**config.mk**
```make
export PLATFORM = sky130hd
export DESIGN_NAME = timer_event_sched
export DESIGN_NICKNAME = d
export VERILOG_FILES = /design/src/rtl/timer_sched_pkg.sv /design/src/rtl/sched_rr_arbiter.sv /design/src/rtl/timer_event_sched.sv
export SDC_FILE = /design/constraint.sdc
export NUM_CORES = 1
export LEC_CHECK = 0
export CORE_AREA = 2 2 144 146
export DETAILED_ROUTE_END_ITERATION = 10
export DIE_AREA = 0 0 146 148
export GPL_ROUTABILITY_DRIVEN = 0
export PLACE_DENSITY_LB_ADDON = 0.05
export SKIP_LAST_GASP = 1
export SYNTH_ARGS = -nofsm -noshare
export SYNTH_HDL_FRONTEND = slang
export SYNTH_SLANG_ARGS = --single-unit
export TNS_END_PERCENT = 1
```
**constraint.sdc**
```tcl
create_clock -name clk_200 -period 4.15 [get_ports clk_200]
set_input_delay 0.83 -clock clk_200 [delete_from_list [all_inputs] [get_ports clk_200]]
set_output_delay 0.83 -clock clk_200 [all_outputs]
set_load 0.005 [all_outputs]
```
**src/rtl/timer_sched_pkg.sv**
```systemverilog
// Shared encodings for the timer event scheduler: tick base select, channel mode
// and output stage states.
package timer_sched_pkg;

  typedef enum logic [1:0] {
    BASE_US   = 2'd0,
    BASE_MS   = 2'd1,
    BASE_SEC  = 2'd2,
    BASE_RSVD = 2'd3
  } base_e;

  typedef enum logic {
    MODE_ONESHOT  = 1'b0,
    MODE_PERIODIC = 1'b1
  } mode_e;

  typedef enum logic {
    ST_EMPTY = 1'b0,
    ST_FULL  = 1'b1
  } out_state_e;

endpackage

```
**src/rtl/sched_rr_arbiter.sv**
```systemverilog
// Combinational round-robin arbiter: the first requester at or after ptr wins.
module sched_rr_arbiter #(
  parameter  int NUM_CH = 4,
  localparam int CH_W   = $clog2(NUM_CH)
) (
  input  logic [NUM_CH-1:0] req,
  input  logic [CH_W-1:0]   ptr,
  output logic [NUM_CH-1:0] gnt,
  output logic [CH_W-1:0]   gnt_idx,
  output logic              any_req
);

  int              idx;
  logic [CH_W-1:0] idx_c;

  // Scan from the farthest slot back to ptr so the nearest requester is written last.
  always_comb begin
    gnt     = '0;
    gnt_idx = '0;
    idx     = 0;
    idx_c   = '0;
    for (int k = NUM_CH - 1; k >= 0; k--) begin
      idx   = (int'(ptr) + k) % NUM_CH;
      idx_c = CH_W'(idx);
      if (req[idx_c]) begin
        gnt        = '0;
        gnt[idx_c] = 1'b1;
        gnt_idx    = idx_c;
      end
    end
  end

  assign any_req = |req;

endmodule

```
**src/rtl/timer_event_sched.sv**
```systemverilog
// Multi-channel timer scheduler: per-channel tick down-counters feed a one-deep
// pending flag each, drained round-robin onto a single valid/ready event port.
//
// state    | meaning
// ST_EMPTY | no event presented, evt_valid=0
// ST_FULL  | event held on evt_ch/evt_overrun until evt_ready
module timer_event_sched
  import timer_sched_pkg::*;
#(
  parameter  int NUM_CH = 4,
  parameter  int CNT_W  = 16,
  localparam int CH_W   = $clog2(NUM_CH)
) (
  input  logic              clk_200,
  input  logic              resetb,
  input  logic              us_tick,
  input  logic              ms_tick,
  input  logic              sec_tick,
  input  logic              cfg_we,
  input  logic [CH_W-1:0]   cfg_ch,
  input  logic [CNT_W-1:0]  cfg_period,
  input  logic [1:0]        cfg_base,
  input  logic              cfg_mode,
  input  logic              cfg_en,
  output logic              evt_valid,
  input  logic              evt_ready,
  output logic [CH_W-1:0]   evt_ch,
  output logic              evt_overrun,
  output logic [NUM_CH-1:0] ch_active
);

  logic [NUM_CH-1:0] en, pending, overrun, gnt;
  logic [CH_W-1:0]   gnt_idx, rr_ptr;
  logic              any_req, load;
  out_state_e        state;

  sched_rr_arbiter #(.NUM_CH(NUM_CH)) u_arb (
    .req     (pending),
    .ptr     (rr_ptr),
    .gnt     (gnt),
    .gnt_idx (gnt_idx),
    .any_req (any_req)
  );

  assign load      = any_req && ((state == ST_EMPTY) || evt_ready);
  assign ch_active = en;

  for (genvar i = 0; i < NUM_CH; i++) begin : g_ch
    logic             cfg_hit, tick_sel, expire, ld_me;
    logic             en_q, pend_q, ovr_q;
    mode_e            mode_q;
    base_e            base_q;
    logic [CNT_W-1:0] period_q, count_q;

    assign cfg_hit = cfg_we && (cfg_ch == CH_W'(i));
    assign ld_me   = load && gnt[i];
    assign expire  = en_q && tick_sel && !cfg_hit && (count_q <= CNT_W'(1));

    always_comb begin
      case (base_q)
        BASE_US:  tick_sel = us_tick;
        BASE_MS:  tick_sel = ms_tick;
        BASE_SEC: tick_sel = sec_tick;
        default:  tick_sel = 1'b0;
      endcase
    end

    always_ff @(posedge clk_200 or negedge resetb) begin
      if (!resetb) begin
        en_q     <= 1'b0;
        base_q   <= BASE_US;
        mode_q   <= MODE_ONESHOT;
        period_q <= '0;
        count_q  <= '0;
        pend_q   <= 1'b0;
        ovr_q    <= 1'b0;
      end else if (cfg_hit) begin
        en_q     <= cfg_en;
        base_q   <= base_e'(cfg_base);
        mode_q   <= mode_e'(cfg_mode);
        period_q <= cfg_period;
        count_q  <= cfg_period;
        pend_q   <= 1'b0;
        ovr_q    <= 1'b0;
      end else begin
        if (en_q && tick_sel) begin
          if (count_q <= CNT_W'(1)) begin
            if (mode_q == MODE_PERIODIC) count_q <= period_q;
            else                         en_q    <= 1'b0;
          end else begin
            count_q <= count_q - CNT_W'(1);
          end
        end
        // A fresh expiry while the old one is being unloaded is not a loss.
        if (expire) begin
          pend_q <= 1'b1;
          ovr_q  <= ld_me ? 1'b0 : (ovr_q | pend_q);
        end else if (ld_me) begin
          pend_q <= 1'b0;
          ovr_q  <= 1'b0;
        end
      end
    end

    assign en[i]      = en_q;
    assign pending[i] = pend_q;
    assign overrun[i] = ovr_q;
  end

  always_ff @(posedge clk_200 or negedge resetb) begin
    if (!resetb) begin
      state       <= ST_EMPTY;
      evt_valid   <= 1'b0;
      evt_ch      <= '0;
      evt_overrun <= 1'b0;
      rr_ptr      <= '0;
    end else begin
      case (state)
        ST_EMPTY: begin
          if (any_req) begin
            state     <= ST_FULL;
            evt_valid <= 1'b1;
          end
        end
        ST_FULL: begin
          if (evt_ready && !any_req) begin
            state     <= ST_EMPTY;
            evt_valid <= 1'b0;
          end
        end
        default: begin
          state     <= ST_EMPTY;
          evt_valid <= 1'b0;
        end
      endcase
      if (load) begin
        evt_ch      <= gnt_idx;
        evt_overrun <= |(overrun & gnt);
        rr_ptr      <= (gnt_idx == CH_W'(NUM_CH - 1)) ? '0 : gnt_idx + CH_W'(1);
      end
    end
  end

endmodule

```
### Yosys cells after proc, flatten, opt, wreduce, memory -nomap -nowiden

Index checks and enable logic that the tools add are counted.

| storage, ports and cells | value |
|---|---|
| flip-flop bits (word level) | 159 |
| bits of input ports | 29 |
| output and inout port bits | 8 |
| word-level logic and storage cells | 232 |

| cells by class | value |
|---|---|
| add/subtract/negate cells | 8 |
| order comparisons | 12 |
| equality and inequality tests | 22 |
| mux-type cells | 91 |
| bitwise operators | 6 |
| reductions and logical operators | 60 |

Operators with widths:

| kind | count |
|---|---|
| 2-to-1 mux 16 bit | 16 |
| less-or-equal comparator 16 x 1 -> 1 bit (second input constant) | 4 |
| subtractor 16 x 1 -> 16 bit (second input constant) | 4 |
| 2-to-1 mux 1 bit | 52 |
| logical AND 1 bit | 26 |
| 2-to-1 mux 4 bit | 4 |
| nonzero test 2 bit | 8 |
| == test 2 bit (second input constant) | 7 |
| less-than comparator 2 x 3 -> 1 bit (second input constant) | 4 |
| inequality test 3 bit (second input constant) | 4 |
| case mux 1 bit (3 select lines) | 4 |
| AND reduction 3 bit | 4 |
| nonzero test 3 bit | 4 |
| == test 2 x 1 -> 1 bit (second input constant) | 5 |
| zero test 2 bit | 5 |
| 2-to-1 mux 2 bit | 5 |
| inequality test 2 bit (second input constant) | 5 |
| AND reduction 2 bit | 5 |
| binary-select mux 1 bit (select 2 bit) | 4 |
| demux 1 bit (select 2 bit) | 4 |
| >= comparator 2 x 1 -> 1 bit (second input constant) | 4 |
| OR reduction 4 bit | 2 |
| zero test 1 bit | 5 |
| adder 2 x 1 -> 2 bit (second input constant) | 2 |
| 7 further kinds | 12 |

### Logic depth before layout (Yosys ltp)

| depth | value |
|---|---|
| word-level depth | 13 |
| gate-level depth with buffers | 10 |
| mapped depth without buffers | 8 |

### By module

From an unflattened synthesis, not the netlist that was laid out.

| second synthesis, totals | value |
|---|---|
| cells, all modules | 1078 |
| area total of the unflattened synthesis | 8898.5 µm² |

Modules (own cells, without submodules):

| module | times used | cells an instance | area each (µm²) | seq. area each (µm²) |
|---|---|---|---|---|
| timer_event_sched | 1 | 1016 | 8400.6 | 3978.8 |
| sched_rr_arbiter | 1 | 62 | 498.0 | 0.0 |

### Least setup slack after synthesis

No wires, ideal clock.

| timing path | value |
|---|---|
| path kind | register -> register |
| start point | register rr_ptr[0] |
| end point | register rr_ptr[1] |
| setup time | 0.125 ns |
| arrival time | 2.713 ns |
| setup slack | 1.313 ns |
| cell stages (with the launch flop) | 10 |
| cell sequence | dfrtp_1 > clkbuf_1 > inv_1 > ha_1 > mux4_2 > clkbuf_1 > nor2_1 > o31ai_1 > ha_1 > mux2_2 |

| on the way | value |
|---|---|
| longest elaborated chain between the ends | 9 |
| elaborated cells between the ends (all ways) | 18 |
| classes of those cells | add/sub (4); eq/ne (1); mux (13) |

Ends and longest elaborated chain:

| what | RTL line | source |
|---|---|---|
| start: declaration | timer_event_sched.sv:33 | `logic [CH_W-1:0] gnt_idx, rr_ptr;` |
| start signal: assignment | timer_event_sched.sv:139 | `rr_ptr <= (gnt_idx == CH_W'(NUM_CH - 1)) ? '0 : gnt_idx + CH_W'(1);` |
| adder 2 bit | sched_rr_arbiter.sv:23 | `idx = (int'(ptr) + k) % NUM_CH;` |
| binary-select mux 1 bit (select 2 bit) | sched_rr_arbiter.sv:25 | `if (req[idx_c]) begin` |
| 2-to-1 mux 1 bit (implied by the code) | sched_rr_arbiter.sv:25 |  |
| 2-to-1 mux 2 bit (3 in a row) | sched_rr_arbiter.sv:25 |  |
| 2-to-1 mux 2 bit (*) | sched_rr_arbiter.sv:25 |  |
| net gnt_idx[0] | timer_event_sched.sv:33 |  |
| adder 2 x 1 -> 2 bit / == test 2 bit (equally long branches) | timer_event_sched.sv:139 |  |
| 2-to-1 mux 2 bit (*) | timer_event_sched.sv:139 |  |

Mark *: on every way through the listed nets, which the timed path passes. The rest lies on a longest branch. The select of a mux whose other input is x is not followed.
A chain may end at the register's enable or synchronous reset.

### Worst setup path after layout

| timing path | value |
|---|---|
| start point | register rr_ptr[0] |
| end point | register evt_overrun |

| on the way | value |
|---|---|
| longest elaborated chain between the ends | 11 |
| elaborated cells between the ends (all ways) | 37 |
| classes of those cells | add/sub (3); order compare (8); mux (20); bitwise (1); reduce/logical (5) |

Ends and longest elaborated chain:

| what | RTL line | source |
|---|---|---|
| adder 2 bit | sched_rr_arbiter.sv:23 |  |
| less-than comparator 2 x 3 -> 1 bit (implied by the code) / >= comparator 2 x 1 -> 1 bit (equally long branches) | sched_rr_arbiter.sv:27 | `gnt[idx_c] = 1'b1;` |
| logical AND 1 bit (implied by the code) | sched_rr_arbiter.sv:27 |  |
| 2-to-1 mux 1 bit (implied by the code) | sched_rr_arbiter.sv:27 |  |
| demux 1 bit (select 2 bit) | -- |  |
| 2-to-1 mux 4 bit (3 in a row) | sched_rr_arbiter.sv:25 |  |
| 2-to-1 mux 4 bit (*) | sched_rr_arbiter.sv:25 |  |
| bitwise AND 4 bit (*) | timer_event_sched.sv:138 | `evt_overrun <= \|(overrun & gnt);` |
| OR reduction 4 bit (*) | timer_event_sched.sv:138 |  |
| end signal: assignment | timer_event_sched.sv:138 |  |
| end: declaration | timer_event_sched.sv:28 | `output logic evt_overrun,` |

Every way passes the cells marked *; elsewhere a longest branch is shown, timed or not. The select of a mux whose other input is x is not followed.

==> metrics.csv <==
stage;metric;value;unit
status;status;completed;
placement;placed_area;9420;um^2
logic_synthesis;syn_area_per_cell;8.32;um^2
cells_and_area;finalInstanceArea;10000;um^2
logic_synthesis;synth_warnings;0;
logic_synthesis;yosys_register_bits;159;
clock_network;cts.path.max_buffers;2;
logic_synthesis;ys_top_cells_by_count;nand2_1 (300), dfrtp_1 (159), nor2_1 (81), o21ai_0 (73), a21oi_1 (52);
logic_synthesis;synth-edff-count;0;
job;max_cap_viol_count;0;
cells_and_area;syn_to_final_growth;12.6;%
floorplanning;start_util;44.3;%
critical_path;worstReg2RegStart;rr_ptr[0];
drt;routed_wl;24900;um
clock_network;cts-htree-levels;4;
timing;drv_slew;0;
global_routing;grt_pass1_vias;7075;
logic_synthesis;netlist_area;8890;um^2
drt;drt.antenna.violating_nets;0;
critical_path;regToRegEndpoint;evt_overrun;
logic_synthesis;synth_ff_type;dfrtp_1;
floorplanning;fp.dieArea;21600;um^2
critical_path;startpoint_type;flip-flop;
clock_network;cts_resized;0;
clock_network;ctsHoldBuffers;0;
clock_network;cts_setup_buffers;0;
clock_network;cts-root-buf;clkbuf_16;
logic_synthesis;yosysSeqAreaShare;44.8;%
power;power_density;509;nW/um^2
clock_network;tritoncts;done;
logic_synthesis;postSynthCellCount;1068;
hold_path;min_path_type;primary input to async pin;
critical_path;path_max_fanout;17;
global_routing;track_usage;23.6;%
timing;max_slew_margin;24.4;%
critical_path;required;4.44;ns
logic_synthesis;synth_area_leaders;dfrtp_1 (45%), nand2_1 (13%), o21ai_0 (4.1%);
timing;fin_setup_tns;0;ns
placement;hpwl;16100;um
critical_path;r2r_cells;8;
critical_path;worstSetupPathType;flip-flop to flip-flop;
drt;drtPass1Iterations;7;
timing;fmaxAchievable;327;MHz
critical_path;crit_path_end_kind;flip-flop;
logic_synthesis;ys_types;70;
clock_network;clkSinkCount;159;
timing;worst_pin_slew;1.13;ns
logic_synthesis;syn-num-nets;1114;
clock_network;cts_buffers;17;
critical_path;cp-endpoint;evt_overrun;
drt;route.vias.total;7657;
clock_network;clk_latency;0.43;ns
placement;port_buffers;36;
floorplanning;num_rows;52;
clock_network;cts.reportedPaths.clkPinSlew;0.07;ns
drt;drc_errors;0;
global_routing;antenna_found_initial;0;
logic_synthesis;yosys.area.top_type;dfrtp_1;
critical_path;arrival;3.36;ns
timing;finalClockSkew;0.0128;ns
floorplanning;die_x;146;um
floorplanning;boundaryPins;37;
logic_synthesis;synth_most_common_cell;nand2_1;
timing;period_share;73.8;%
drt;vias_per_cell;5.64;
power;p_leak;0.00445;uW
power;ir_drop;0.257;mV
timing;finalHoldViolations;0;
cells_and_area;nets;1120;
timing;fin_crit;3.06;ns
timing;setup_viol;0;
global_routing;grt_max_degree;67;
drt;wl_per_cell;18.4;um
timing;grt_setup_unrepaired;no;
critical_path;critPathLaunch;rr_ptr[0];
global_routing;overflow;0;
floorplanning;die_y;148;um
critical_path;rrSetupSlack;1.09;ns
logic_synthesis;synth_top_area_share;44.8;%
cells_and_area;drive_above_1_share;7.18;%
logic_synthesis;async_flop_share;100;%
global_routing;grt_pass1_wl;40100;um
cells_and_area;diodes;0;
floorplanning;coreArea;20000;um^2
drt;drt_iter0_drc;498;
==> power by group <==
group	leakage (uW)	switching [uW]	internal [uW]	total, uW
clock network	0.000270	691	869	1560
logic	0.00222	679	568	1250
registers	0.00196	391	1900	2290
total	0.00445	1760	3330	5090
==> state kept, by name, indices dropped and copies added, names as in the netlist <==
name,flops
g_ch.count_q,64
g_ch.period_q,64
g_ch.base_q,8
g_ch.en_q,4
g_ch.mode_q,4
g_ch.ovr_q,4
g_ch.pend_q,4
evt_ch,2
rr_ptr,2
evt_overrun,1
evt_valid,1
state,1
==> area by class of cell <==
| cell class | count | area [um^2] |
|---|---|---|
| inverters | 21 | 78.8 |
| well taps | 270 | 338 |
| flip-flops and latches | 159 | 3980 |
| clock inverters | 13 | 129 |
| clock buffers | 19 | 453 |
| repair buffers | 50 | 467 |
| multi-input cells | 825 | 4560 |
| fillers | 2006 | 10000 |
==> placed cells by master, fill, tap and decap left out, types with 6 or more instances in the layout <==
| master | n |
|---|---|
| ha_1 | 17 |
| or4_1 | 7 |
| dfrtp_1 | 159 |
| o31ai_1 | 10 |
| nor4_1 | 11 |
| xnor2_1 | 8 |
| clkdlybuf4s50_1 | 35 |
| buf_4 | 14 |
| nor3_1 | 28 |
| a221oi_1 | 7 |
| a31oi_1 | 25 |
| a211oi_1 | 6 |
| a2bb2oi_1 | 15 |
| or3_1 | 9 |
| mux2i_1 | 14 |
| xor2_1 | 8 |
| inv_1 | 21 |
| nor2_1 | 80 |
| clkbuf_16 | 17 |
| nand2_1 | 300 |
| nor2b_1 | 6 |
| o211ai_1 | 24 |
| o21ai_0 | 72 |
| nand3_1 | 21 |
| and2_1 | 7 |
| a21oi_1 | 52 |
| o21ai_1 | 7 |
| or2_2 | 7 |
==> worst max-delay path, cell delays in order (launching register included) <==
cell      delay (ns)
dfrtp_1         0.73
inv_1           0.23
ha_1            0.46
mux4_2          0.36
nor2b_1         0.17
a221oi_1        0.41
nor4b_1         0.12
a221oi_1        0.33
a21oi_1         0.11
==> through the flow <==
step / utilization (%) / power, uW / setup WS (ns) / instances / hold slack (ns)
after CTS: 49.9 / 5130 / 1.12 / 1357 / 0.406
after detailed placement: 47.0 / 3550 / 0.859 / 1325 / 0.443
after floorplan: - / 3150 / 1.31 / 1068 / 0.418
final: 49.9 / 5090 / 1.09 / 1357 / 0.369
after global placement: 47.0 / 3540 / 0.869 / 1325 / 0.442
after global routing: 49.9 / 5440 / 0.901 / 1357 / 0.433
==> worst min path at each step <==
stage                     cells after the start  slack [ns]                  end   start
final                                         1        0.37   g_ch[3].count_q[0]  resetb
after global routing                          1        0.43  g_ch[3].period_q[0]  resetb
after CTS                                     1        0.41   g_ch[3].count_q[0]  resetb
after detailed placement                      1        0.44            evt_valid   state
after global placement                        1        0.44            evt_valid   state
after floorplan                               1        0.42            evt_valid   state
==> routing by layer <==
layer	GRT usage, %	share of wire (%)
met1	35.7	50
met2	35.7	44
met3	3.80	4.0
met4	5.63	1.3
met5	0	0
==> logic make-up (layout without fill, tap and decap cells) <==
| family | Yosys count | in the layout | synth area share, % |
|---|---|---|---|
| adder cells (fa/ha/maj) | 17 | 17 | 2.39 |
| buffers and inverters | 84 | 103 | 4.13 |
| multiplexers | 22 | 22 | 3.14 |
| flip-flops | 159 | 159 | 44.8 |
| AO/OA/AOI/OAI | 260 | 260 | 18.8 |
| AND/OR/NAND/NOR | 510 | 510 | 25.2 |
| XOR/XNOR | 16 | 16 | 1.58 |
Power figures use the tool's default switching activity.
